$ cat src/rtl/ls169_cascade.sv
// ls169_cascade: N cascaded 4-bit synchronous presettable up/down counters.
// Define LS169_CASCADE_STAGE_RCO_EN to expose the per-stage ripple carries.
module ls169_cascade #(
    parameter int N_STAGES = 2
) (
    input  logic                  _CLK,
    input  logic                  _RST,
    input  logic                  _LOAD,
    input  logic                  _ENP,
    input  logic                  _ENT,
    input  logic                  _UD,
    input  logic [4*N_STAGES-1:0] _D,
    output logic [4*N_STAGES-1:0] _Q,
`ifdef LS169_CASCADE_STAGE_RCO_EN
    output logic [N_STAGES-1:0]   _RCO_STG,
`endif
    output logic                  _RCO
);

    logic [N_STAGES-1:0] term;
    logic [N_STAGES-1:0] ent_n;
    logic [N_STAGES-1:0] rco_n;
    logic                run;

    // Per-stage terminal detect: all ones when counting up, all zeros down.
    always_comb begin
        term = '0;
        for (int k = 0; k < N_STAGES; k++) begin
            term[k] = (_Q[4*k +: 4] == {4{_UD}});
        end
    end

    // Carry chain, flattened: stage k's ENT is the RCO of stage k-1, which is
    // low only while the external ENT is low and every lower nibble is terminal.
    always_comb begin
        run   = ~_ENT;
        ent_n = '1;
        rco_n = '1;
        for (int k = 0; k < N_STAGES; k++) begin
            ent_n[k] = ~run;
            rco_n[k] = ~(run & term[k]);
            run      = run & term[k];
        end
    end

    assign _RCO = rco_n[N_STAGES-1];

`ifdef LS169_CASCADE_STAGE_RCO_EN
    assign _RCO_STG = rco_n;
`endif

    // Counter state: async reset, then load, then per-stage enabled count.
    always_ff @(posedge _CLK or posedge _RST) begin
        if (_RST) begin
            _Q <= '0;
        end else if (!_LOAD) begin
            _Q <= _D;
        end else if (!_ENP) begin
            for (int k = 0; k < N_STAGES; k++) begin
                if (!ent_n[k]) begin
                    if (_UD) _Q[4*k +: 4] <= _Q[4*k +: 4] + 4'd1;
                    else     _Q[4*k +: 4] <= _Q[4*k +: 4] - 4'd1;
                end
            end
        end
    end

endmodule
$ cat config.mk
export PLATFORM = sky130hd
export DESIGN_NAME = ls169_cascade
export DESIGN_NICKNAME = d
export VERILOG_FILES = /design/src/rtl/ls169_cascade.sv
export SDC_FILE = /design/constraint.sdc
export NUM_CORES = 1
export LEC_CHECK = 0
export BUFFER_PORTS_ARGS = -buffer_cell sky130_fd_sc_hd__buf_2
export CAP_MARGIN = 10
export CORE_MARGIN = 5
export CORE_UTILIZATION = 45
export DETAILED_ROUTE_END_ITERATION = 10
export PLACE_DENSITY_LB_ADDON = 0.1
export SYNTH_ARGS = -nofsm -noshare
export SYNTH_HDL_FRONTEND = slang
export SYNTH_SLANG_ARGS = --single-unit
export TNS_END_PERCENT = 5
$ cat constraint.sdc
create_clock -name _CLK -period 2.2 [get_ports _CLK]
set_input_delay 0.33 -clock _CLK [delete_from_list [all_inputs] [get_ports _CLK]]
set_output_delay 0.33 -clock _CLK [all_outputs]
set_load 0.02 [all_outputs]
==> run summary, run 1 <==
flop-to-flop setup slack: 260 ps
largest cells by area after synthesis: dfrtp_1 29%, ha_1 7.4%, a21oi_1 5.9%, fa_1 5.9%, nor2_1 3.9%
Die Y: 48.86 um
Final ANT Viol Nets: 0
largest net degree at the start of global routing: 20
first-pass GRT wire length: 2.677 mm
Std-Cell Rows: 14
Synth Instances: 73
clk_skew: 1.294 ps
vias per std cell: 5.496
unrepaired setup endpoints after global routing: no
R2R Path End: _Q[7]$_DFFE_PP0P_
leading area contributor after synthesis: dfrtp_1
Layout area overhead: 19.89%
gr ovfl total: 0
Worst Tran Pin Value: 486.2 ps
vias in the first global route: 596
crit end category: primary output
required time of the critical path: 1870 ps
Worst-path clk slew: 60 ps
Placeable Area: 1471 um2
final setup vio count: 0
Root Buffer: clkbuf_4
maxcap violations: 0
Post-Syn Area: 679.4 um2
YS warnings: 0
post-CTS setup buffers: 0
Max Slew Vio Count: 0
Biggest register: _Q
internal power: 0.0003039 W
Combinational Power Share: 0.362
fillers: 162
Final Hold Fails: 0
crit path kind: register to primary output
DR DRC count: 0
WL per Instance: 13.35 um
port bufs: 22
worst stage delay on the critical path: 400 ps
hold slack: 28.17 ps
r2r startpoint: _Q[1]$_DFFE_PP0P_
crit start category: register
Critical Path AT: 1630 ps
clock tree sinks: 8
Pre-antenna DRT Iters: 4
Clk pwr share: 0.244
top flop regs: _Q x8
status: complete, no violations
VDD IR max: 0.0003267 V
Switching Fraction: 0.3714
diode count: 0
clk_lat worst skew: 250 ps
minimum clock period: 1957 ps
Fin Setup TNS: 0 ps
H-tree Lvls: 1
static leakage: 0.3681 nW
post_cts resized: 0
FMAX: 511.0 MHz
overall routing resource usage: 0.1377
Mapped Nets: 93
via count: 621
Initial Util: 0.4617
GPL Wtd Cong: 0.8317
crit-path max FO: 4
Iteration-0 DRC Markers: 6
hold buffer count at cts: 0
final layout net count: 119
TritonCTS clock tree: done
worst reg-to-reg path cell count: 5
I/O pin cnt: 23
crit-path cells: ha_1 -> nand3b_1 -> a21oi_1 -> o2111ai_1 -> buf_2
WL final: 1.508 mm
Clock Path Buffers: 2
Switch Pwr: 0.0001795 W
DP Wirelength: 1.182 mm
CP max-delay cell: dfrtp_1
fraction of layout instances using a drive strength above 1: 0.3093
Mapped Avg Cell Area: 9.307 um2
Die Wd: 48.86 um
initial antenna violation count: 0
distinct cell type count after synthesis: 31
Largest register FFs: 8
cts bufs inserted: 3
share of the synthesized area in the top cell type: 0.2947
Yosys reg bits: 8
Slew Limit Headroom: 0.6747
Die Footprint: 2387 um2
sequential area share after synthesis: 0.2947
Reg power frac: 0.394
Final Cycle Share: 0.8896
pwr/cell area: 593.5 nW/um2
worst hold path class: input pin to async pin
worst max-delay path: cells and delay by family, from the launching register on:
family                     cells  cell delay [ps]
AOI/OAI and AO/OA              2              270
adders and majority gates      1              360
buffers and inverters          1              180
DFF                            1              400
and+or+nand+nor                1              160
metrics by stage:
step	cells	cell area [um2]	utilization	setup slack, ps	total power, W
detailed placement	110	792.0	0.5383	101.6	0.0003699
floorplan	73	679.4	-	280.7	0.0003169
global placement	110	792.0	0.5383	153.8	0.0003683
CTS	113	814.5	0.5536	252.3	0.0004911
global route	113	814.5	0.5536	97.19	0.0005275
finish	113	814.5	0.5536	243.0	0.0004834
synthesized netlist by cell type:
library cell and number:
fa_1 2, o311ai_1 1, nand4b_1 1, a211oi_4 1, a211oi_1 1, a2111oi_2 1, or4bb_1 1, a21oi_1 8
buf_6 1, nor2_1 7, ha_1 4, and2_2 1, and3_1 1, clkbuf_8 1, o21ai_0 1, nand3_1 5
o2111ai_1 1, nor4_1 1, mux2i_1 2, o21ai_1 1, dfrtp_1 8, nand3b_1 1, nand2_1 5, nor3_1 1
o211ai_1 2, a21o_1 3, xor2_1 1, inv_1 5, xnor2_1 3, o221ai_1 1, or3_4 1
cells by family (layout without fill, tap and decap cells):
kind of cell | Yosys count | after routing | synth area share
multiplexers | 2 | 2 | 0.02947
adder cells (fa/ha/maj) | 6 | 6 | 0.1326
flip-flops | 8 | 8 | 0.2947
XOR/XNOR | 4 | 4 | 0.05157
buffers and inverters | 7 | 31 | 0.06445
AND/OR/NAND/NOR | 25 | 25 | 0.1971
AO/OA/AOI/OAI | 21 | 21 | 0.2302
cell usage in the layout, fill, tap and decap left out, types with 3 or more instances in the layout:
| cell | Yosys | routed |
|---|---|---|
| buf_2 | 0 | 22 |
| a21oi_1 | 8 | 8 |
| dfrtp_1 | 8 | 8 |
| nor2_1 | 7 | 7 |
| nand3_1 | 5 | 5 |
| nand2_1 | 5 | 5 |
| inv_1 | 5 | 5 |
| ha_1 | 4 | 4 |
| a21o_1 | 3 | 3 |
| xnor2_1 | 3 | 3 |
| clkbuf_4 | 0 | 3 |
worst max path at each step:
| stage | from | endpoint | slack, ps | depth (start not counted) |
|---|---|---|---|---|
| CTS | _Q[1]$_DFFE_PP0P_ | _Q[7]$_DFFE_PP0P_ | 250 | 5 |
| global placement | _UD | _Q[7]$_DFFE_PP0P_ | 150 | 7 |
| finish | _Q[2]$_DFFE_PP0P_ | _RCO | 240 | 5 |
| global route | _Q[1]$_DFFE_PP0P_ | _Q[7]$_DFFE_PP0P_ | 100 | 5 |
| detailed placement | _UD | _Q[7]$_DFFE_PP0P_ | 100 | 7 |
| floorplan | _Q[1]$_DFFE_PP0P_ | _Q[7]$_DFFE_PP0P_ | 280 | 5 |
area by class of cell:
class | instances | area [um2] | area share
Multi-Input combinational cell | 58 | 435.4 | 0.5346
Sequential cell | 8 | 200.2 | 0.2458
Timing Repair Buffer | 23 | 117.6 | 0.1444
Clock buffer | 3 | 22.52 | 0.02765
Tap cell | 16 | 20.02 | 0.02458
Inverter | 5 | 18.77 | 0.02304
power groups by stage:
| stage | registers, W | clock network, W | logic [W] |
|---|---|---|---|
| after floorplan | 0.000210 | 0 | 0.000107 |
| after global placement | 0.000193 | 0 | 0.000176 |
| after detailed placement | 0.000193 | 0 | 0.000177 |
| after CTS | 0.000191 | 0.000123 | 0.000178 |
| after global routing | 0.000196 | 0.000133 | 0.000198 |
| final | 0.000190 | 0.000118 | 0.000175 |
routing by layer:
layer | up-vias | global-route usage | wire, um
met4 | 0 | 0.05381 | 10
met2 | 15 | 0.2109 | 697
li1 | 316 | - | -
met5 | - | 0 | 0
met1 | 288 | 0.1889 | 717
met3 | 2 | 0.02752 | 82
(Power assumes the default switching activity.)
==> run 2: changes to the inputs <==
--- a/config.mk
+++ b/config.mk
@@ -5,6 +5,7 @@
 export SDC_FILE = /design/constraint.sdc
 export NUM_CORES = 1
 export LEC_CHECK = 0
+export ABC_AREA = 1
 export BUFFER_PORTS_ARGS = -buffer_cell sky130_fd_sc_hd__buf_2
 export CAP_MARGIN = 10
 export CORE_MARGIN = 5
==> run 2 against run 1 <==
Non-clock buffer count fell by 1. Routed wire length rose by 0.33%. Hold slack got worse by 16 ps. Critical path depth did not move. Final cell count rose by 13%. Critical endpoint unchanged. Synthesized cell count rose by 22%. Critical path type unchanged. Clock-buffer cell count did not move. Total power rose by 12%. Worst setup slack improved by 100 ps. Global-route usage fell by 0.39 points. Final area fell by 1.2%.
==> run summary, run 2 <==
share of the synthesized area in the top cell type: 0.3013
Die Y: 48.43 um
I/O pin cnt: 23
worst reg-to-reg path cell count: 8
fillers: 130
top flop regs: _Q x8
Worst-path clk slew: 60 ps
Max Slew Vio Count: 0
WL per Instance: 11.82 um
static leakage: 0.4334 nW
Fin Setup TNS: 0 ps
Placeable Area: 1350 um2
Final Hold Fails: 0
Die Footprint: 2345 um2
overall routing resource usage: 0.1338
clock tree sinks: 8
DP Wirelength: 1.263 mm
worst hold path class: input pin to async pin
crit end category: primary output
clk_lat worst skew: 250 ps
DR DRC count: 0
port bufs: 22
first-pass GRT wire length: 2.573 mm
flop-to-flop setup slack: 700 ps
most common cell after layout, fill and taps aside: nand2_1
Combinational Power Share: 0.424
r2r startpoint: _Q[2]$_DFFE_PP0P_
clk_skew: 7.526 ps
hold buffer count at cts: 0
maxcap violations: 0
Final Cycle Share: 0.8427
crit start category: register
Storage cell area: 200.2 um2
sequential area share after synthesis: 0.3013
Post-Syn Area: 664.4 um2
Reg power frac: 0.375
crit path kind: register to primary output
Clk pwr share: 0.201
WL final: 1.513 mm
share of synthesized registers carrying an async set or reset: 1.000
H-tree Lvls: 1
Std-Cell Rows: 13
post_cts resized: 0
Post-synth EDFFs: 0
Mapped Avg Cell Area: 7.465 um2
largest family of logic cells by synthesized area: simple AND/OR/NAND/NOR gates
Die Wd: 48.43 um
Largest register FFs: 8
Mapped Nets: 109
Switch Pwr: 0.0002164 W
Pre-antenna DRT Iters: 3
Clock Path Buffers: 2
Setup WS pre-CTS: 444.5 ps
Layout area overhead: 21.09%
pwr/cell area: 670.9 nW/um2
worst setup margin: 346.1 ps
leading area contributor after synthesis: dfrtp_1
Total Power: 0.0005398 W
VDD IR max: 0.0004063 V
Switching Fraction: 0.4010
area used by multi-input combinational logic: 422.9 um2
post-synthesis mux area share: 0
Initial Util: 0.4921
Root Buffer: clkbuf_4
post-synthesis compound-gate area fraction: 0.1375
Final Util: 0.5959
Post-synth top cells: 34 x nand2_1, 8 x dfrtp_1, 8 x nand3_1
internal power: 0.0003233 W
Biggest register: _Q
status: complete, no violations
final layout net count: 135
GPL Wtd Cong: 0.7969
most common cell in the synthesized netlist: nand2_1
Final ANT Viol Nets: 0
minimum clock period: 1854 ps
via count: 644
XOR/XNOR Fraction of Synth Area: 0.02637
initial antenna violation count: 0
Iteration-0 DRC Markers: 10
R2R Path End: _Q[5]$_DFFE_PP0P_
FMAX: 539.4 MHz
largest cells by area after synthesis: dfrtp_1 30%, nand2_1 19%, ha_1 7.5%, fa_1 6.0%, nand3_1 6.0%
most frequent cells in the layout: 34 x nand2_1, 22 x buf_2, 8 x nand3_1, 8 x dfrtp_1
required time of the critical path: 1870 ps
gr ovfl total: 0
fraction of layout instances using a drive strength above 1: 0.3186
Yosys reg bits: 8
final setup vio count: 0
vias per std cell: 5.031
Adder-Cell Fraction of Synth Area: 0.1356
TritonCTS clock tree: done
Worst Tran Pin Value: 307.5 ps
distinct cell type count after synthesis: 23
Top FF cell, synth: dfrtp_1
unrepaired setup endpoints after global routing: no
vias in the first global route: 602
post-CTS setup buffers: 0
YS warnings: 0
largest net degree at the start of global routing: 12
Critical Path AT: 1520 ps
cts bufs inserted: 3
Slew Limit Headroom: 0.7947
Synth Area in Simple Gates: 0.3371
diode count: 0
crit-path max FO: 4
Synth Instances: 89
## run 2: cell types whose count changed after synthesis, moves of 2 or more
cell	before	now
a21o_1	3	0
a21oi_1	8	2
a22oi_2	0	2
inv_1	5	3
inv_2	0	4
mux2i_1	2	0
nand2_1	5	34
nand3_1	5	8
nand4_1	0	2
nor2_1	7	4
nor2_2	0	2
o21ai_1	1	4
xnor2_1	3	1
## run 2: power groups by stage
stage	clock [W]	combinational, W	sequential, W
3_5_place_dp	0	0.000228	0.000205
5_1_grt	0.000123	0.000257	0.000207
4_1_cts	0.000114	0.000232	0.000203
3_3_place_gp	0	0.000226	0.000204
2_1_floorplan	0	0.000137	0.000227
6_report	0.000109	0.000229	0.000202
## run 2: kinds of logic (layout without fill, tap and decap cells)
kind of cell | after synthesis | count (layout)
simple gates | 52 | 52
xor+xnor | 2 | 2
buf+inv | 9 | 33
compound gates | 12 | 12
flops | 8 | 8
fa+ha+maj | 6 | 6
## run 2: final cells by class
cell class | instances | area share
Clock buffer | 3 | 0.02799
Timing Repair Buffer | 22 | 0.1369
Tap cell | 15 | 0.02333
Multi-Input combinational cell | 72 | 0.5257
Sequential cell | 8 | 0.2488
Inverter | 8 | 0.03733
## run 2: through the flow
stage	instance area, um2	cells	hold WS (ps)
3_3_place_gp	782.0	125	282.5
3_5_place_dp	782.0	125	284.7
2_1_floorplan	664.4	89	145.7
4_1_cts	804.5	128	11.11
6_report	804.5	128	12.48
5_1_grt	804.5	128	31.78
## run 2: how the worst max path moves through the flow
stage                 startpoint  endpoint  slack, ps  depth (start not counted)
6_report       _Q[2]$_DFFE_PP0P_      _RCO        350                          5
4_1_cts        _Q[2]$_DFFE_PP0P_      _RCO        340                          5
3_5_place_dp                 _UD      _RCO        440                          7
3_3_place_gp                 _UD      _RCO        500                          7
2_1_floorplan  _Q[2]$_DFFE_PP0P_      _RCO        610                          4
5_1_grt        _Q[2]$_DFFE_PP0P_      _RCO        230                          5
## run 2: per-layer routing
layer / part of all wire / vias up / track usage
li1: - / 346 / -
met1: 0.50 / 283 / 0.1864
met2: 0.44 / 13 / 0.1913
met3: 0.044 / 2 / 0.02446
met4: 0.0093 / 0 / 0.07373
met5: 0 / - / 0
## run 2: critical path, cell delays in order, from the launching register on
cell	delay, ps
dfrtp_1	410
ha_1	360
nand3_1	120
nor2_2	120
nand4_1	100
buf_2	170
